==> src/rtl/byte_join_pkg.sv <==
// rtl/byte_join_pkg.sv - shared width-mode constants and lane slicing helpers for the byte joiner
package byte_join_pkg;

   localparam int WIDTH_X1 = 0;
   localparam int WIDTH_X2 = 1;
   localparam int WIDTH_X4 = 3;
   localparam int WIDTH_X8 = 7;

   function automatic int sel_width(input int num_lanes);
      return (num_lanes > 1) ? $clog2(num_lanes) : 1;
   endfunction

   // Bit offset of a lane symbol within a packed multi-lane word
   function automatic int lane_lsb(input int lane, input int data_w);
      return lane * data_w;
   endfunction

endpackage

==> src/rtl/byte_joining_param_if.sv <==
// rtl/byte_joining_param_if.sv - lane-word input, serial byte output and status bundle of the joiner
interface byte_joining_param_if
   import byte_join_pkg::*;
#(
   parameter int NUM_LANES = 4,
   parameter int DATA_W    = 8
);
   localparam int SEL_W = sel_width(NUM_LANES);

   logic [NUM_LANES*DATA_W-1:0] lanes_in;
   logic                        lanes_valid;
   logic                        lanes_ready;
   logic [SEL_W-1:0]            active_lanes;
   logic [DATA_W-1:0]           data_out;
   logic                        data_valid;
   logic                        out_ready;
   logic [SEL_W-1:0]            lane_sel;
   logic                        cfg_err;

   modport master (
      output lanes_in, lanes_valid, active_lanes, out_ready,
      input  lanes_ready, data_out, data_valid, lane_sel, cfg_err
   );

   modport slave (
      input  lanes_in, lanes_valid, active_lanes, out_ready,
      output lanes_ready, data_out, data_valid, lane_sel, cfg_err
   );

endinterface

==> src/rtl/byte_join_buf.sv <==
// rtl/byte_join_buf.sv - two-entry ping-pong word store carrying a per-entry width tag
module byte_join_buf #(
   parameter int WORD_W = 32,
   parameter int SEL_W  = 2
) (
   input  logic              clk,
   input  logic              reset_L,
   input  logic              push_i,
   input  logic [WORD_W-1:0] wr_data_i,
   input  logic [SEL_W-1:0]  wr_width_i,
   input  logic              pop_i,
   output logic              full_o,
   output logic              empty_o,
   output logic [WORD_W-1:0] rd_data_o,
   output logic [SEL_W-1:0]  rd_width_o
);

   logic [WORD_W-1:0] data_q  [2];
   logic [SEL_W-1:0]  width_q [2];
   logic              wr_ptr_q, wr_ptr_d;
   logic              rd_ptr_q, rd_ptr_d;
   logic [1:0]        count_q, count_d;

   always_comb begin
      wr_ptr_d = wr_ptr_q ^ push_i;
      rd_ptr_d = rd_ptr_q ^ pop_i;
      count_d  = count_q + 2'(push_i) - 2'(pop_i);
   end

   always_ff @(posedge clk or negedge reset_L) begin
      if (!reset_L) begin
         wr_ptr_q <= 1'b0;
         rd_ptr_q <= 1'b0;
         count_q  <= 2'd0;
      end else begin
         wr_ptr_q <= wr_ptr_d;
         rd_ptr_q <= rd_ptr_d;
         count_q  <= count_d;
      end
   end

   // Payload needs no reset: it is only observed while count is nonzero
   always_ff @(posedge clk) begin
      if (push_i) begin
         data_q[wr_ptr_q]  <= wr_data_i;
         width_q[wr_ptr_q] <= wr_width_i;
      end
   end

   assign full_o     = count_q[1];
   assign empty_o    = (count_q == 2'd0);
   assign rd_data_o  = data_q[rd_ptr_q];
   assign rd_width_o = width_q[rd_ptr_q];

endmodule

==> src/rtl/byte_joining_param.sv <==
// rtl/byte_joining_param.sv - serialises NUM_LANES-wide lane words into a byte stream, lane 0 first
module byte_joining_param
   import byte_join_pkg::*;
#(
   parameter int NUM_LANES = 4,
   parameter int DATA_W    = 8,
   parameter int SEL_W     = sel_width(NUM_LANES)
) (
   input logic                 clk,
   input logic                 reset_L,
   byte_joining_param_if.slave bus
);

   localparam int              WORD_W  = NUM_LANES * DATA_W;
   localparam logic [SEL_W-1:0] MAX_SEL = SEL_W'(NUM_LANES - 1);

   logic              push, pop, full, empty;
   logic [WORD_W-1:0] rd_data;
   logic [SEL_W-1:0]  rd_width;
   logic              width_illegal;
   logic [SEL_W-1:0]  width_clamped;
   logic [SEL_W-1:0]  lane_sel_q, lane_sel_d;
   logic              cfg_err_q, cfg_err_d;
   logic              last_byte;
   logic [DATA_W-1:0] lane_arr [NUM_LANES];

   always_comb begin
      width_illegal = (bus.active_lanes > MAX_SEL);
      width_clamped = width_illegal ? MAX_SEL : bus.active_lanes;
   end

   assign push      = bus.lanes_valid && !full;
   assign last_byte = (lane_sel_q >= rd_width);
   assign pop       = !empty && bus.out_ready && last_byte;

   byte_join_buf #(
      .WORD_W (WORD_W),
      .SEL_W  (SEL_W)
   ) u_buf (
      .clk        (clk),
      .reset_L    (reset_L),
      .push_i     (push),
      .wr_data_i  (bus.lanes_in),
      .wr_width_i (width_clamped),
      .pop_i      (pop),
      .full_o     (full),
      .empty_o    (empty),
      .rd_data_o  (rd_data),
      .rd_width_o (rd_width)
   );

   always_comb begin
      lane_sel_d = lane_sel_q;
      if (!empty && bus.out_ready) begin
         lane_sel_d = last_byte ? '0 : lane_sel_q + SEL_W'(1);
      end
      cfg_err_d = cfg_err_q | (push & width_illegal);
   end

   always_ff @(posedge clk or negedge reset_L) begin
      if (!reset_L) begin
         lane_sel_q <= '0;
         cfg_err_q  <= 1'b0;
      end else begin
         lane_sel_q <= lane_sel_d;
         cfg_err_q  <= cfg_err_d;
      end
   end

   always_comb begin
      for (int i = 0; i < NUM_LANES; i++) begin
         lane_arr[i] = rd_data[lane_lsb(i, DATA_W) +: DATA_W];
      end
   end

   // Zero-gated so an empty buffer never exposes stale payload
   assign bus.data_out    = empty ? '0 : lane_arr[lane_sel_q];
   assign bus.data_valid  = !empty;
   assign bus.lanes_ready = !full;
   assign bus.lane_sel    = lane_sel_q;
   assign bus.cfg_err     = cfg_err_q;

endmodule

==> src/flat_wrapper.sv <==
// flat-port wrapper written by rule: the top's interface ports become plain ports
module byte_joining_param_flat import byte_join_pkg::*;
#(
   parameter int NUM_LANES = 4,
   parameter int DATA_W    = 8,
   parameter int SEL_W     = sel_width(NUM_LANES)
)
  (clk, reset_L, bus_lanes_in, bus_lanes_valid, bus_active_lanes, bus_out_ready, bus_lanes_ready, bus_data_out, bus_data_valid, bus_lane_sel, bus_cfg_err);
  byte_joining_param_if #(.NUM_LANES(NUM_LANES), .DATA_W(DATA_W)) bus_i ();
  input logic clk;
  input logic reset_L;
  input wire logic [$bits(bus_i.lanes_in)-1:0] bus_lanes_in;
  input wire logic [$bits(bus_i.lanes_valid)-1:0] bus_lanes_valid;
  input wire logic [$bits(bus_i.active_lanes)-1:0] bus_active_lanes;
  input wire logic [$bits(bus_i.out_ready)-1:0] bus_out_ready;
  output wire logic [$bits(bus_i.lanes_ready)-1:0] bus_lanes_ready;
  output wire logic [$bits(bus_i.data_out)-1:0] bus_data_out;
  output wire logic [$bits(bus_i.data_valid)-1:0] bus_data_valid;
  output wire logic [$bits(bus_i.lane_sel)-1:0] bus_lane_sel;
  output wire logic [$bits(bus_i.cfg_err)-1:0] bus_cfg_err;
  assign bus_i.lanes_in = bus_lanes_in;
  assign bus_i.lanes_valid = bus_lanes_valid;
  assign bus_i.active_lanes = bus_active_lanes;
  assign bus_i.out_ready = bus_out_ready;
  assign bus_lanes_ready = bus_i.lanes_ready;
  assign bus_data_out = bus_i.data_out;
  assign bus_data_valid = bus_i.data_valid;
  assign bus_lane_sel = bus_i.lane_sel;
  assign bus_cfg_err = bus_i.cfg_err;
  byte_joining_param #(.NUM_LANES(NUM_LANES), .DATA_W(DATA_W), .SEL_W(SEL_W)) u_core (.clk(clk), .reset_L(reset_L), .bus(bus_i));
endmodule
==> config.mk <==
export PLATFORM = sky130hd
export DESIGN_NAME = byte_joining_param_flat
export DESIGN_NICKNAME = d
export VERILOG_FILES = /design/src/rtl/byte_join_pkg.sv /design/src/rtl/byte_joining_param_if.sv /design/src/rtl/byte_join_buf.sv /design/src/rtl/byte_joining_param.sv /design/src/flat_wrapper.sv
export SDC_FILE = /design/constraint.sdc
export NUM_CORES = 1
export LEC_CHECK = 0
export ABC_AREA = 1
export CORE_ASPECT_RATIO = 1.75
export CORE_MARGIN = 2
export CORE_UTILIZATION = 30
export DETAILED_ROUTE_END_ITERATION = 12
export PLACE_DENSITY = 0.59
export SYNTH_ARGS = -nofsm -noshare
export SYNTH_HDL_FRONTEND = slang
export SYNTH_HIERARCHICAL = 1
export SYNTH_SLANG_ARGS = --single-unit
==> constraint.sdc <==
create_clock -name clk -period 4.2 [get_ports clk]
set_clock_uncertainty 0.15 [all_clocks]
set_input_delay 0.42 -clock clk [delete_from_list [all_inputs] [get_ports clk]]
set_output_delay 0.42 -clock clk [all_outputs]
set_load 0.05 [all_outputs]
==> results of run 1 <==
-- cell type report --
type / instances / area [sq um] / area share, %
tap: 135 / 169 / 3.93
multi-input combinational: 153 / 827 / 19.3
sequential: 74 / 2190 / 51.1
clock buffer: 16 / 272 / 6.32
timing repair buffer: 52 / 513 / 11.9
inverter: 84 / 320 / 7.46
-- cell usage after synthesis --
master and count:
nand2_2 8, conb_1 1, inv_2 1, nand3_2 8, dfrtp_1 6, a21oi_2 8
inv_6 1, o21ai_2 7, edfxtp_1 68, buf_8 3, xor2_1 1, buf_4 4
buf_2 3, nor2_1 4, nand3_1 12, o21ai_1 5, o21ai_0 23, nand2_1 70
buf_6 4, inv_1 82, ha_1 6
-- cell families (layout without fill, tap and decap cells) --
logic type               Yosys count  count (layout)
XOR/XNOR                           1               1
adder cells (fa/ha/maj)            6               6
buffers and inverters             98             152
other                              1               1
flip-flops                        74              74
AND/OR/NAND/NOR                  102             102
AO/OA/AOI/OAI                     43              43
-- cell usage in the layout, fill, tap and decap left out, drive strengths merged --
cell and count:
nand2 78, nor2 4, edfxtp 68, clkbuf 16
dfrtp 6, xor2 1, nand3 20, buf 3
conb 1, inv 84, a21oi 8, ha 6
o21ai 35, clkdlybuf4s50 49
-- power by group through the flow --
stage	sequential, mW	clock (mW)	combinational (mW)
final	1.17	0.691	1.33
after global routing	1.20	0.745	1.47
after global placement	1.18	0	1.33
after detailed placement	1.19	0	1.34
after floorplan	1.07	0	1.14
after CTS	1.17	0.714	1.35
-- worst max-delay path by stage --
stage,startpoint,to,slack [ns],cells after the start
2_1_floorplan,u_core/bus.lane_sel[0],u_core/u_buf/count_q[1],1.79,14
3_3_place_gp,u_core/u_buf/rd_ptr_q,bus_data_out[6],1.09,7
3_5_place_dp,u_core/u_buf/rd_ptr_q,bus_data_out[3],1.08,7
4_1_cts,u_core/u_buf/rd_ptr_q,bus_data_out[6],0.71,7
5_1_grt,u_core/u_buf/rd_ptr_q,bus_data_out[6],0.47,7
6_report,u_core/u_buf/rd_ptr_q,bus_data_out[6],0.74,7
-- routing by layer --
metal,vias to the layer above,GRT usage (%)
li1,1122,-
met3,15,2.43
met2,56,21.3
met4,0,7.30
met5,-,0
met1,1028,12.6
-- through the flow --
step                      cells  cell area [sq um]
final                       514               4290
after global routing        514               4290
after CTS                   514               4290
after detailed placement    498               4020
after global placement      498               4020
after floorplan             325               3470
-- worst reg2reg max path, delay by kind of cell, from the launching register on --
kind | cells | cell delay (ns)
simple gates | 5 | 0.37
compound gates | 1 | 0.23
buf+inv | 4 | 0.27
fa+ha+maj | 3 | 0.67
flops | 1 | 1.06
-- registers in the layout (all words and copies together) (netlist names) --
register and cells:
u_core/u_buf/rd_ptr_q 1, u_core/u_buf/count_q 2, u_core/u_buf/wr_ptr_q 1, u_core/u_buf/data_q 64, u_core/u_buf/width_q 4, u_core/bus.lane_sel 2
==> metrics.md, run 1 <==
| Metric | Value |
|---|---|
| Run status | `finished clean` |
| Final wirelength | `6870 microns` |
| Global-route wire length before repair | `11200 microns` |
| Seq cells post-synth | `74` |
| DR vias | `2221` |
| Vias in the first global route | `2364` |
| Core area | `11500 sq um` |
| Total CTS buffers | `9` |
| DP Worst Slack | `1.08 ns` |
| Worst R2R Start | `u_core/u_buf/rd_ptr_q` |
| Hpwl dp | `4830 microns` |
| Relative slew slack | `29.6%` |
| Power share of the clock group | `21.7%` |
| RSZ-0062 raised after global routing | `no` |
| WP buf/inv | `2` |
| Synth Area in XOR/XNOR | `0.252%` |
| Synth warn | `6` |
| Root Buffer | `clkbuf_16` |
| First DRT Iteration DRCs | `149` |
| Crit share post-route | `82.5%` |
| Clock buffer depth | `2` |
| Yosys cell types | `21` |
| N_diodes | `0` |
| VDD IR max | `0.505 mV` |
| Crit-path max FO | `69` |
| Fillers | `1159` |
| Synthesized net count | `369` |
| Initial Util | `30.3%` |
| Mapped Avg Cell Area | `10.7 sq um` |
| Htree depth | `3` |
| GR Util All Layers | `11.9%` |
| Final WS setup | `0.737 ns` |
| Measured slew at the worst slew-check pin | `1.06 ns` |
| Critical path class | `reg2out` |
| Crit-path slowest cell | `dfrtp_2` |
| DR vias/cell | `4.32` |
| Synth area leader | `edfxtp_1` |
| Critical-path cell list | `nand2_1 -> o21ai_2 -> inv_1 -> nand2_1 -> nand3_2 -> a21oi_2 -> clkdlybuf4s50_1` |
| DR top layer | `met4` |
| Hold/Removal Path Class | `in2async` |
| Compound-Gate Fraction of Synth Area | `7.81%` |
| R2R Path End | `u_core/u_buf/count_q[1]` |
| Post-Syn Instances | `325` |
| Register share of total power | `36.7%` |
| Largest net degree at the start of global routing | `70` |
| Total of max-cap violations | `0` |
| FMAX | `289 MHz` |
| Required time worst endpoint | `3.63 ns` |
| Hold Buf Count CTS | `0` |
| Netlist Area Pre-Place | `3470 sq um` |
| # IOs | `51` |
| Internal Power | `1.88 mW` |
| Wl on met1 | `2720 microns` |
| Rows | `52` |
| Chip Height | `146 microns` |
| Comb pwr share | `41.6%` |
| DRC Markers | `0` |
| CTS tree | `yes` |
| Global placer's final weighted congestion | `0.744` |
| Fin util | `37.5%` |
| CP max stage delay | `1.06 ns` |
| Worst setup EP type | `output pin` |
| Die Width | `85.4 microns` |
| Data arrival, critical path | `2.89 ns` |
| Cell mode on critical path | `nand2_1` |
| Sequential-to-total area share from yosys stat | `63.1%` |
| Total chip power | `3.19 mW` |
| Post-CTS Setup Repair Bufs | `0` |
| Max-slew violation count | `0` |
| Fin. Hold Viols | `0` |
| Post-CTS Resized | `0` |
| Fraction of layout cells with a size suffix above 1 | `12.7%` |
| Largest family of logic cells by synthesized area | `simple AND/OR/NAND/NOR gates` |
| Worst Reg2Reg Path Length in Cells | `13` |
| Post-DRT Antenna Nets | `0` |
| Final min period | `3.46 ns` |
| Die area | `12500 sq um` |
| Top-area cell type share of the netlist area | `58.8%` |
| Reg clk slew, reported paths | `0.05 ns` |
| # setup viols final | `0` |
| Synth Area in Adders | `2.16%` |
| CTS sink cnt | `74` |
| Hold Slack | `0.189 ns` |
| Layout area overhead | `23.6%` |
| Final TNS setup | `0 ns` |
| Mux share of post-synthesis cell area | `0%` |
| IO Port Bufs | `49` |
| Initial antenna violation count | `0` |
| Fin nets | `418` |
| Post-Synth Simple-Gate Area | `13.5%` |
| Skew-Pair Late Insertion Delay | `0.33 ns` |
| Grt ovf | `0` |
| Lkg Pwr | `1.82 nW` |
| WL per Instance | `13.4 microns` |
| Synth area leaders | `edfxtp_1, inv_1, nand2_1` |
| CP top delay family | `flip-flops` |
| NetSw | `1.30 mW` |
| Crit path launch type | `register` |
| WL met2 | `3610 microns` |
| Reg-to-reg setup timing slack | `1.33 ns` |
| Met3 wire length | `310 microns` |
| Pwr/cell area | `742 nW/um^2` |
| DRT Pass-1 Iters | `4` |
| Sw Share | `40.9%` |
No activity file was read; power rests on OpenSTA's default activity.
==> run 2, diff against run 1 <==
--- a/config.mk
+++ b/config.mk
@@ -10,7 +10,7 @@
 export CORE_MARGIN = 2
 export CORE_UTILIZATION = 30
 export DETAILED_ROUTE_END_ITERATION = 12
-export PLACE_DENSITY = 0.59
+export PLACE_DENSITY = 0.61
 export SYNTH_ARGS = -nofsm -noshare
 export SYNTH_HDL_FRONTEND = slang
 export SYNTH_HIERARCHICAL = 1
==> constraint.sdc (replaced) <==
create_clock -name clk -period 2.83 [get_ports clk]
set_clock_uncertainty 0.15 [all_clocks]
set_input_delay 0.283 -clock clk [delete_from_list [all_inputs] [get_ports clk]]
set_output_delay 0.283 -clock clk [all_outputs]
set_load 0.05 [all_outputs]
==> metrics.md, run 2 (synthesis results as in run 1) <==
| Metric | Value |
|---|---|
| Reg clk slew, reported paths | `0.05 ns (about the same)` |
| Relative slew slack | `65.8% (+36 points)` |
| Commonest non-fill, non-tap cells in the layout | `inv_1, nand2_1, edfxtp_1` |
| Hold/Removal Path Class | `in2async` |
| Global-route wire length before repair | `10600 microns (-5.5%)` |
| First DRT Iteration DRCs | `119 (-20%)` |
| Critical-path cell list | `clkdlybuf4s50_1` |
| CP max stage delay | `0.91 ns (-0.15 ns)` |
| IO Port Bufs | `49 (unchanged)` |
| Power share of the clock group | `20.8% (-0.9 points)` |
| Initial antenna violation count | `0 (unchanged)` |
| Die area | `12500 sq um (unchanged)` |
| Final instance area | `4400 sq um (+2.5%)` |
| Required time worst endpoint | `2.40 ns (-1.23 ns)` |
| Rows | `52 (unchanged)` |
| Die Width | `85.4 microns (unchanged)` |
| GR Layer Usage met3 | `3.50% (+1.1 points)` |
| Initial Util | `30.3% (unchanged)` |
| Skew-Pair Late Insertion Delay | `0.33 ns (about the same)` |
| Internal Power | `3.07 mW (+63%)` |
| Data arrival, critical path | `1.90 ns (-0.99 ns)` |
| Critical path class | `reg2out` |
| Vias in the first global route | `2237 (-5.4%)` |
| Final TNS setup | `0 ns (unchanged)` |
| FMAX | `430 MHz` |
| CTS tree | `yes` |
| WL per Instance | `12.3 microns (-8.2%)` |
| Hold Buf Count CTS | `0 (unchanged)` |
| Root Buffer | `clkbuf_16` |
| CP startpoint | `u_core/bus.lane_sel[1]` |
| Post-CTS Resized | `0 (unchanged)` |
| Total CTS buffers | `9 (unchanged)` |
| Sw Share | `39.2% (-1.7 points)` |
| Htree depth | `3 (unchanged)` |
| Run status | `finished clean` |
| Grt ovf | `0 (unchanged)` |
| Layout area overhead | `26.7%` |
| DRC Markers | `0 (unchanged)` |
| DRT Pass-1 Iters | `4 (unchanged)` |
| Largest net degree at the start of global routing | `44 (-37%)` |
| Core area | `11500 sq um (unchanged)` |
| Pwr/cell area | `1150 nW/um^2 (+54%)` |
| Clock buffer depth | `2 (unchanged)` |
| Crit-path max FO | `12 (-83%)` |
| GR Util All Layers | `11.4% (-0.51 points)` |
| Max-slew violation count | `0 (unchanged)` |
| Met1 Track Usage GR | `11.8% (-0.76 points)` |
| Final min period | `2.33 ns` |
| Crit-path slowest cell | `clkdlybuf4s50_1` |
| Largest regs | `u_core/u_buf/data_q (64), u_core/u_buf/width_q (4)` |
| Crit share post-route | `82.3%` |
| Total of max-cap violations | `0 (unchanged)` |
| WP buf/inv | `1 (-1)` |
| Lkg Pwr | `1.88 nW (+3.2%)` |
| NetSw | `1.98 mW (+52%)` |
| Post-DRT Antenna Nets | `0 (unchanged)` |
| CP top delay family | `buffers and inverters` |
| Fin nets | `421 (+0.72%)` |
| N_diodes | `0 (unchanged)` |
| Largest register FFs | `64 (unchanged)` |
| DR vias | `2176 (-2.0%)` |
| Register share of total power | `31.1% (-5.6 points)` |
| Fin. Hold Viols | `0 (unchanged)` |
| Chip Height | `146 microns (unchanged)` |
| Post-DP Area | `4130 sq um (+2.6%)` |
| Hpwl dp | `4570 microns (-5.5%)` |
| Final wirelength | `6340 microns (-7.6%)` |
| Global placer's final weighted congestion | `0.792 (+6.5%)` |
| DR vias/cell | `4.21 (-2.6%)` |
| Comb pwr share | `48.1% (+6.5 points)` |
| Measured slew at the worst slew-check pin | `0.513 ns (-0.543 ns)` |
| Crit path launch type | `register` |
| Grt met2 use | `19.6% (-1.6 points)` |
| VDD IR max | `1.38 mV (+170%)` |
| # setup viols final | `0 (unchanged)` |
| CTS sink cnt | `74 (unchanged)` |
| Most flops, register | `u_core/u_buf/data_q` |
| Grt peak-use layer | `met2` |
| Worst setup EP type | `output pin` |
| RSZ-0062 raised after global routing | `no` |
| Fraction of layout cells with a size suffix above 1 | `15.2% (+2.5 points)` |
| Worst R2R Start | `u_core/bus.lane_sel[1]` |
| Most common cell after layout, fill and taps aside | `inv_1` |
| Post-CTS Setup Repair Bufs | `0 (unchanged)` |
| # IOs | `51 (unchanged)` |
run 2: cell count changes in the layout (fill, tap and decap cells not counted), sizes merged:
cell | before | now
clkdlybuf4s50 | 49 | 41
clkbuf | 16 | 11
bufinv | 0 | 1
buf | 3 | 14
clkinv | 0 | 4
run 2: worst reg2reg max path: cells and delay by family (launching register included):
| kind | cells | cell delay (ns) |
|---|---|---|
| adders and majority gates | 3 | 0.80 |
| DFF | 1 | 0.66 |
| and+or+nand+nor | 5 | 0.30 |
| buffers and inverters | 3 | 0.20 |
run 2: layout make-up:
type / count / area [sq um]
Clock buffer: 11 / 233
Clock inverter: 5 / 45.0
Fill cell: 1133 / 7050
Inverter: 84 / 320
Multi-Input combinational cell: 153 / 827
Sequential cell: 74 / 2190
Tap cell: 135 / 169
Timing Repair Buffer: 55 / 616
run 2: final timing paths:
check / end / slack, ns / depth (start not counted)
setup / recovery: bus_lane_sel[1] / 0.50 / 1
max in group asynchronous: u_core/u_buf/rd_ptr_q / 2.20 / 1
min in group clk: u_core/u_buf/data_q[0][28] / 0.38 / 1
hold reg to reg: u_core/u_buf/wr_ptr_q / 0.46 / 3
setup reg to reg: u_core/u_buf/count_q[1] / 0.62 / 11
hold / removal: u_core/bus.lane_sel[0] / 0.07 / 1
run 2: power by group through the flow:
stage / clock network, mW / registers [mW] / logic (mW)
final: 1.05 / 1.57 / 2.43
after global routing: 1.12 / 1.60 / 2.67
after CTS: 1.08 / 1.57 / 2.48
after detailed placement: 0 / 1.59 / 2.48
after global placement: 0 / 1.58 / 2.45
after floorplan: 0 / 1.59 / 1.69
run 2: per-layer routing:
layer  up-vias  share of wire (%)
met1       994                 39
met3        10                4.4
li1       1129                  -
met4         0                3.5
met5         -                  0
met2        43                 53
run 2: stage by stage:
step	power, mW	utilization, %	hold slack, ns	worst slack (ns)	std cells
3_3_place_gp	4.03	36.0	0.411	0.686	501
3_5_place_dp	4.07	36.0	0.417	0.591	501
6_report	5.05	38.5	0.0666	0.502	517
5_1_grt	5.39	38.5	0.0717	0.293	517
2_1_floorplan	3.28	-	-0.163	0.418	325
4_1_cts	5.14	38.5	0.0569	0.443	517
==> run 3, diff against run 2 <==
==> constraint.sdc (replaced) <==
create_clock -name clk -period 2 [get_ports clk]
set_clock_uncertainty 0.15 [all_clocks]
set_input_delay 0.2 -clock clk [delete_from_list [all_inputs] [get_ports clk]]
set_output_delay 0.2 -clock clk [all_outputs]
set_load 0.05 [all_outputs]
==> metrics.md, run 3 (synthesis results as in run 1) <==
| Metric | Value |
|---|---|
| Fin. Hold Viols | `0 (unchanged)` |
| Crit share post-route | `107%` |
| Commonest non-fill, non-tap cells in the layout | `inv_1, edfxtp_1, nand2_1` |
| VDD IR max | `1.93 mV (+39%)` |
| Global placer's final weighted congestion | `0.775 (-2.2%)` |
| Most flops, register | `u_core/u_buf/data_q` |
| Core area | `11500 sq um (unchanged)` |
| Crit path launch type | `register` |
| Critical path class | `reg2out` |
| CP max stage delay | `0.42 ns (-0.49 ns)` |
| WP buf/inv | `4 (+3)` |
| Internal Power | `5.07 mW (+65%)` |
| Initial antenna violation count | `0 (unchanged)` |
| GR Util All Layers | `11.4% (-0.077 points)` |
| # IOs | `51 (unchanged)` |
| Root Buffer | `clkbuf_16` |
| Final WS setup | `-0.146 ns (-0.648 ns)` |
| Lkg Pwr | `2.07 nW (+10%)` |
| Most common cell after layout, fill and taps aside | `inv_1` |
| NetSw | `3.47 mW (+75%)` |
| Die area | `12500 sq um (unchanged)` |
| First DRT Iteration DRCs | `126 (+5.9%)` |
| IO Port Bufs | `49 (unchanged)` |
| N_diodes | `0 (unchanged)` |
| Rows | `52 (unchanged)` |
| Violated checks | `negative setup slack` |
| Worst setup EP type | `output pin` |
| Total of max-cap violations | `0 (unchanged)` |
| Multi-input logic area | `1150 sq um (+39%)` |
| Global-route wire length before repair | `10700 microns (+1.2%)` |
| Grt ovf | `0 (unchanged)` |
| WL per Instance | `14.1 microns (+15%)` |
| DRT Pass-1 Iters | `4 (unchanged)` |
| Sw Share | `40.6% (+1.4 points)` |
| CTS tree | `yes` |
| Vias in the first global route | `2234 (-0.13%)` |
| DR vias | `2346 (+7.8%)` |
| Data arrival, critical path | `1.80 ns (-0.10 ns)` |
| Critical-path cell list | `buf_6 -> clkbuf_16 -> o21ai_4 -> inv_1 -> nand2_1 -> nand3_2 -> a21oi_4 -> buf_12` |
| Post-DP Area | `4240 sq um (+2.9%)` |
| Crit-path slowest cell | `dfrtp_2` |
| Layout area overhead | `43.3%` |
| RSZ-0062 raised after global routing | `yes` |
| Reg area | `2190 sq um (about the same)` |
| Required time worst endpoint | `1.65 ns (-0.75 ns)` |
| Final wirelength | `7480 microns (+18%)` |
| Fraction of layout cells with a size suffix above 1 | `30.5% (+15 points)` |
| Hold/Removal Path Class | `in2reg` |
| CP top delay family | `buffers and inverters` |
| Pwr/cell area | `1710 nW/um^2 (+50%)` |
| Largest register FFs | `64 (unchanged)` |
| Skew-Pair Late Insertion Delay | `0.33 ns (about the same)` |
| DP Worst Slack | `-0.0422 ns (-0.633 ns)` |
| Comb pwr share | `56.4% (+8.3 points)` |
| Post-DRT Antenna Nets | `0 (unchanged)` |
| Final min period | `2.15 ns` |
| Run status | `complete, but fails checks` |
| Fin nets | `436 (+3.6%)` |
| Max-slew violation count | `0 (unchanged)` |
| # setup viols final | `10 (+10)` |
| Largest regs | `u_core/u_buf/data_q (64), u_core/u_buf/width_q (4)` |
| Die Width | `85.4 microns (unchanged)` |
| Crit-path max FO | `6 (-6)` |
| CTS sink cnt | `74 (unchanged)` |
| FMAX | `466 MHz` |
| Hpwl dp | `4640 microns (+1.6%)` |
| Clock buffer depth | `2 (unchanged)` |
| Htree depth | `3 (unchanged)` |
| Chip Height | `146 microns (unchanged)` |
| Register share of total power | `25.7% (-5.4 points)` |
| DRC Markers | `0 (unchanged)` |
| Final instance area | `4980 sq um (+13%)` |
| Initial Util | `30.3% (unchanged)` |
| Power share of the clock group | `17.9% (-2.9 points)` |
| Reg clk slew, reported paths | `0.05 ns (about the same)` |
| Largest net degree at the start of global routing | `46 (+4.5%)` |
| Fillers | `1064 (-6.1%)` |
| DR vias/cell | `4.41 (+4.8%)` |
| Total CTS buffers | `9 (unchanged)` |
## run 3: area by class of cell
cell class                 instances  area share, %
clock buffer                      10           4.60
clock inverter                     6           1.16
inverter                          84           6.48
multi-input combinational        153           23.0
sequential                        74           44.1
tap                              135           3.39
timing repair buffer              70           17.2
## run 3: worst paths after layout
check	slack, ns	end	startpoint	depth (start not counted)
max in group asynchronous	0.91	u_core/u_buf/rd_ptr_q	reset_L	2
setup reg to reg	-0.06	u_core/u_buf/count_q[1]	u_core/u_buf/rd_ptr_q	13
hold / removal	0.30	u_core/u_buf/data_q[0][17]	bus_lanes_in[17]	1
hold reg to reg	0.48	u_core/u_buf/wr_ptr_q	u_core/u_buf/wr_ptr_q	3
min in group asynchronous	0.53	u_core/u_buf/count_q[1]	reset_L	2
setup / recovery	-0.15	bus_data_out[1]	u_core/u_buf/rd_ptr_q	8
## run 3: what timing repair did
item,4_1_cts,5_1_grt
gates resized for setup,17,67
endpoints found under the setup margin,10,10
hold buffers,1,0
buffers inserted,1,4
endpoints found under the hold margin,6,0
gates cloned,0,5
pin swaps,4,31
## run 3: power by group through the flow
stage / combinational, mW / sequential [mW] / clock (mW)
3_5_place_dp: 3.74 / 2.23 / 0
5_1_grt: 5.16 / 2.22 / 1.61
4_1_cts: 3.93 / 2.21 / 1.57
3_3_place_gp: 3.70 / 2.22 / 0
2_1_floorplan: 2.48 / 2.25 / 0
6_report: 4.82 / 2.19 / 1.53
## run 3: metrics by stage
| stage | util [%] | power [mW] | instances | hold slack (ns) | TNS [ns] |
|---|---|---|---|---|---|
| after global placement | 37.1 | 5.92 | 505 | 0.331 | 0 |
| after global routing | 43.5 | 9.00 | 532 | 0.289 | -1.60 |
| after detailed placement | 37.1 | 5.98 | 505 | 0.338 | -0.0580 |
| final | 43.5 | 8.54 | 532 | 0.295 | -0.954 |
| after CTS | 40.3 | 7.71 | 523 | 0.281 | -1.14 |
| after floorplan | - | 4.73 | 325 | -0.246 | -8.75 |
## run 3: metal layers
layer | wire (microns) | track usage, % | vias up
met4 | 208 | 6.83 | 0
li1 | - | - | 1163
met5 | 0 | 0 | -
met1 | 3000 | 12.4 | 1124
met3 | 254 | 2.66 | 11
met2 | 4020 | 19.6 | 48
## run 3: worst register-to-register path, cell delays in order (launching register included)
cell and delay (ns):
dfrtp_2 0.42, buf_6 0.15, o21ai_2 0.13, inv_2 0.06, ha_4 0.25, nand2_2 0.06
nand3_2 0.07, nand2_2 0.07, inv_2 0.05, ha_4 0.26, inv_4 0.03, ha_4 0.15
nand3_2 0.05, nand2_1 0.05
